[src/rtl/adder_chk_dly.sv]
// Lat-stage shift line of packed entries; the MSB is the valid bit, cleared by flush_i.
module adder_chk_dly #(
    parameter int unsigned Lat   = 1,
    parameter int unsigned Width = 8
) (
    input  logic             clk,
    input  logic             rst,
    input  logic             flush_i,
    input  logic [Width-1:0] data_i,
    output logic [Width-1:0] data_o
);

    logic [Width-1:0] stage_q [Lat];
    logic [Width-1:0] stage_d [Lat];

    always_comb begin
        stage_d[0] = data_i;
        for (int unsigned i = 1; i < Lat; i++) begin
            stage_d[i] = stage_q[i-1];
        end
        // Flush also kills the entry being shifted in on the same edge.
        if (flush_i) begin
            for (int unsigned i = 0; i < Lat; i++) begin
                stage_d[i][Width-1] = 1'b0;
            end
        end
    end

    always_ff @(posedge clk) begin
        if (rst) begin
            for (int unsigned i = 0; i < Lat; i++) begin
                stage_q[i] <= '0;
            end
        end else begin
            for (int unsigned i = 0; i < Lat; i++) begin
                stage_q[i] <= stage_d[i];
            end
        end
    end

    assign data_o = stage_q[Lat-1];

endmodule

[config.mk]
export PLATFORM = sky130hd
export DESIGN_NAME = adder_chk_dly
export DESIGN_NICKNAME = d
export VERILOG_FILES = /design/src/rtl/adder_chk_dly.sv
export SDC_FILE = /design/constraint.sdc
export NUM_CORES = 1
export LEC_CHECK = 0
export BUFFER_PORTS_ARGS = -buffer_cell sky130_fd_sc_hd__buf_2
export CORE_AREA = 2 2 39 41
export CTS_CLUSTER_DIAMETER = 150
export DETAILED_ROUTE_END_ITERATION = 7
export DIE_AREA = 0 0 41 43
export MAX_ROUTING_LAYER = met4
export RECOVER_POWER = 25
export SLEW_MARGIN = 15
export SYNTH_ARGS = -nofsm -noshare
export SYNTH_HDL_FRONTEND = slang
export SYNTH_SLANG_ARGS = --single-unit
export TNS_END_PERCENT = 10
[constraint.sdc]
create_clock -name clk -period 0.8 [get_ports clk]
set_input_delay 0.16 -clock clk [delete_from_list [all_inputs] [get_ports clk]]
set_output_delay 0.16 -clock clk [all_outputs]
set_load 0.02 [all_outputs]
Yosys cells after proc, flatten, opt, wreduce, memory -nomap -nowiden

Memories as Yosys holds them, arrays and structs flattened.
Index checks and enable logic that the tools add are counted.
W data, S select, Z words.

Memory bits (writable): 8
Memories kept: 1
Input bits: 11
Logic and storage cells: 8
Register bits after elaboration: 0
Output and inout bits: 8

Multiplexer cells: 6
Reductions and logical operators: 1

Memories:

| memory  | words | width | read ports | clocked after memory_dff | write ports | RTL line | text |
|---|---|---|---|---|---|---|---|
| stage_q | 1     | 8     | 1          | 0                        | 1           | 13       | `logic [Width-1:0] stage_q [Lat];` |

Operators with widths:

| kind             | count |
|---|---|
| $mux W8          | 1 |
| $reduce_or A8 Y1 | 1 |
| $mux W1          | 5 |

Longest topological paths before layout

Depth in word-level cells: 3
Mapped depth: 1
Gate-level depth less buffers: 1

Worst setup path before layout

Ideal clock, no wire load.

Path kind: flip-flop to output port
Start: memory stage_q[0][0]
End: output port data_o[0]
Slack: 245 ps
Required time: 640 ps
Stages on the path, launching flop included: 1
Arrival time: 395 ps
Path through: dfxtp_1

Longest elaborated chain between the ends: 1

RTL lines:

| item          | RTL line | text |
|---|---|---|
| from (decl)   | 13       |  |
| $mem_v2 Z1 W8 | --       |  |
| to (decl)     | 10       | `output logic [Width-1:0] data_o` |

No other way between the ends.

Worst setup path after layout

Start: memory stage_q[0][5]
End: output port data_o[5]

The elaborated chain is that of the path after synthesis.

==> summary.md <==
| Metric | Value |
|---|---|
| Nets | `50` |
| Total of fill cells in the finished design | `152` |
| Std-Cell Core Area | `0.00138 mm²` |
| Highest attainable clock frequency | `1190 MHz` |
| Number of buffers and inverters on the critical path | `1` |
| Crit path launch type | `flip-flop` |
| Hold worst-path end | `stage_q[0][7]` |
| Max-cap viol count | `0` |
| Area of the mapped netlist | `216 µm²` |
| Largest stage delay on the critical path | `0.32 ns` |
| Clock net sink count | `8` |
| Failing checks | `setup timing` |
| Tightest Pin Transition | `0.316 ns` |
| Pin count of the biggest net entering global routing | `9` |
| Portion of the post-synthesis area used by sequential elements | `74.0%` |
| Hold buffers post-CTS | `0` |
| Initial antenna violation count | `0` |
| Cells along the critical path | `buf_6` |
| CP max FO | `1` |
| Worst voltage drop across the vdd grid | `0.568 mV` |
| TritonCTS clock tree | `done` |
| Critical path depth in cells | `1` |
| Vias | `180` |
| Most used routing layer in global routing | `met1` |
| Fin. max-slew vios | `0` |
| Gp weighted congestion | `0.679` |
| Data arrival time of the critical path | `0.68 ns` |
| Final antenna-violating net count | `0` |
| Growth of design area from synthesis to finish | `88.4%` |
| Worst Hold Depth | `2` |
| Gate count of the mapped netlist | `16` |
| CP max-delay cell | `sky130_fd_sc_hd__dfxtp_2` |
| CP delay by family, top | `flip-flops` |
| CTS Buffer Depth | `2` |
| Power consumption | `836 µW` |
| N_diodes | `0` |
| Synthesized netlist net count | `27` |
| Overflow left after global routing | `0` |
| Clock transition at path regs | `0.05 ns` |
| Static power due to leakage | `0.186 nW` |
| Met1 usage | `9.42%` |
| Minimum setup slack in the final design | `-0.0382 ns` |
| First-pass GRT wire length | `731 µm` |
| Via count of the first global-routing pass | `179` |
| Share of cells above drive strength 1 | `78.4%` |
| Number of design-rule violations left by the first detailed-router iteration | `0` |
| Register containing the most flip-flops in the final layout | `stage_q` |
| Worst min-delay path startpoint | `flush_i` |
| Setup WS pre-CTS | `0.182 ns` |
| Overall routing resource usage | `6.71%` |
| Clock tree root buffer cell | `sky130_fd_sc_hd__clkbuf_4` |
| Synthesis Warnings | `0` |
| Horizontal extent of the die | `41 µm` |
| Starting utilization of the core area | `15.6%` |
| HP Class | `input port to flip-flop` |
| Detail-routed net length per standard cell | `9.70 µm` |
| Top library cells by usage in the layout, fill and taps aside | `9 x sky130_fd_sc_hd__buf_2, 8 x sky130_fd_sc_hd__buf_6, 8 x sky130_fd_sc_hd__dfxtp_2` |
| Met2 global-route usage | `7.50%` |
| Die height | `43 µm` |
| Max-slew headroom at the worst pin | `78.9%` |
| Setup repair after global routing missed its margin | `yes` |
| Run status | `finished with violations` |
| Post-Route Hold Slack | `0.0787 ns` |
| Number of setup violations in the final report | `8` |
| Met3 Use GR | `3.14%` |
| Total wirelength of the detailed-routed design | `514 µm` |
| Num rows | `14` |
| Type of the worst setup path | `flip-flop to output pin` |
| Final cycle utilization of the critical path | `105%` |
| TritonRoute pass-1 iters | `1` |
| Distinct cell type count of the synthesized netlist | `3` |
| Most frequent standard cell in the layout excluding fill and tap cells | `sky130_fd_sc_hd__buf_2` |
| Num ports | `19` |
| Registers with the highest flip-flop counts | `stage_q: 8 flops` |
| Critical path data required time | `0.64 ns` |
| Yosys reg bits | `8` |
| Number of buffers created by CTS | `3` |
| Number of flip-flops in the largest register | `8` |
| Number of H-tree levels | `1` |
| Number of hold violations in the final report | `0` |
| # port buffers | `18` |
| Shortest clock period the worst path allows after layout | `0.838 ns` |
| DRC errors left | `0` |
| Pwr/cell area | `2050 mW/mm²` |
| Mean cell area of the mapped netlist | `13.5 µm²` |
| Full die area | `0.00176 mm²` |
| Endpoint type of the worst setup path | `output pin` |
| Via count normalized by instance count | `3.40` |
metal layers:
layer  share of wire [%]  vias to the layer above  routed length, µm
li1                    -                       92                  -
met1                  48                       69                245
met2                  33                       19                172
met3                  19                        0                 96
met4                   0                        0                  0
met5                   0                        -                  0
power breakdown:
part	internal, mW	switching [mW]
combinational	0.0645	0.0494
sequential	0.424	0.00963
clock	0.170	0.118
synth_stat cells, drive strengths merged:
cell   number  area share [%]
nor2b       7              20
nor3b       1             5.8
dfxtp       8              74
how the worst max path moves through the flow:
stage / from / endpoint / slack [ns]
floorplan: stage_q[0][0] / data_o[0] / 0.24
global placement: stage_q[0][6] / data_o[6] / 0.19
detailed placement: stage_q[0][6] / data_o[6] / 0.18
CTS: stage_q[0][6] / data_o[6] / -0.05
global route: stage_q[0][5] / data_o[5] / -0.06
finish: stage_q[0][5] / data_o[5] / -0.04
kinds of logic (layout without fill, tap and decap cells):
group | Yosys count | count (layout) | share of synthesized area [%]
buffers and inverters | 0 | 21 | 0
DFF | 8 | 8 | 74.0
and+or+nand+nor | 8 | 8 | 26.0
area by class of cell:
| class | count | area [µm²] | area share (%) |
|---|---|---|---|
| sequential | 8 | 170 | 41.7 |
| timing repair buffer | 18 | 139 | 34.0 |
| multi-input combinational | 8 | 56.3 | 13.8 |
| clock buffer | 3 | 22.5 | 5.52 |
| tap | 16 | 20.0 | 4.91 |
per-stage QoR:
step / TNS, ns / cell area [µm²] / instances / utilization (%)
after floorplan: 0 / 216 / 16 / -
after global placement: 0 / 327 / 50 / 23.6
after detailed placement: 0 / 327 / 50 / 23.6
after CTS: -0.343 / 409 / 53 / 29.6
after global routing: -0.462 / 408 / 53 / 29.5
final: -0.268 / 408 / 53 / 29.5
repair_timing:
item	in CTS	in global routing
gates resized for setup	24	0
setup buffers	0	0
setup endpoints to repair	8	8
Power figures use the tool's default switching activity.
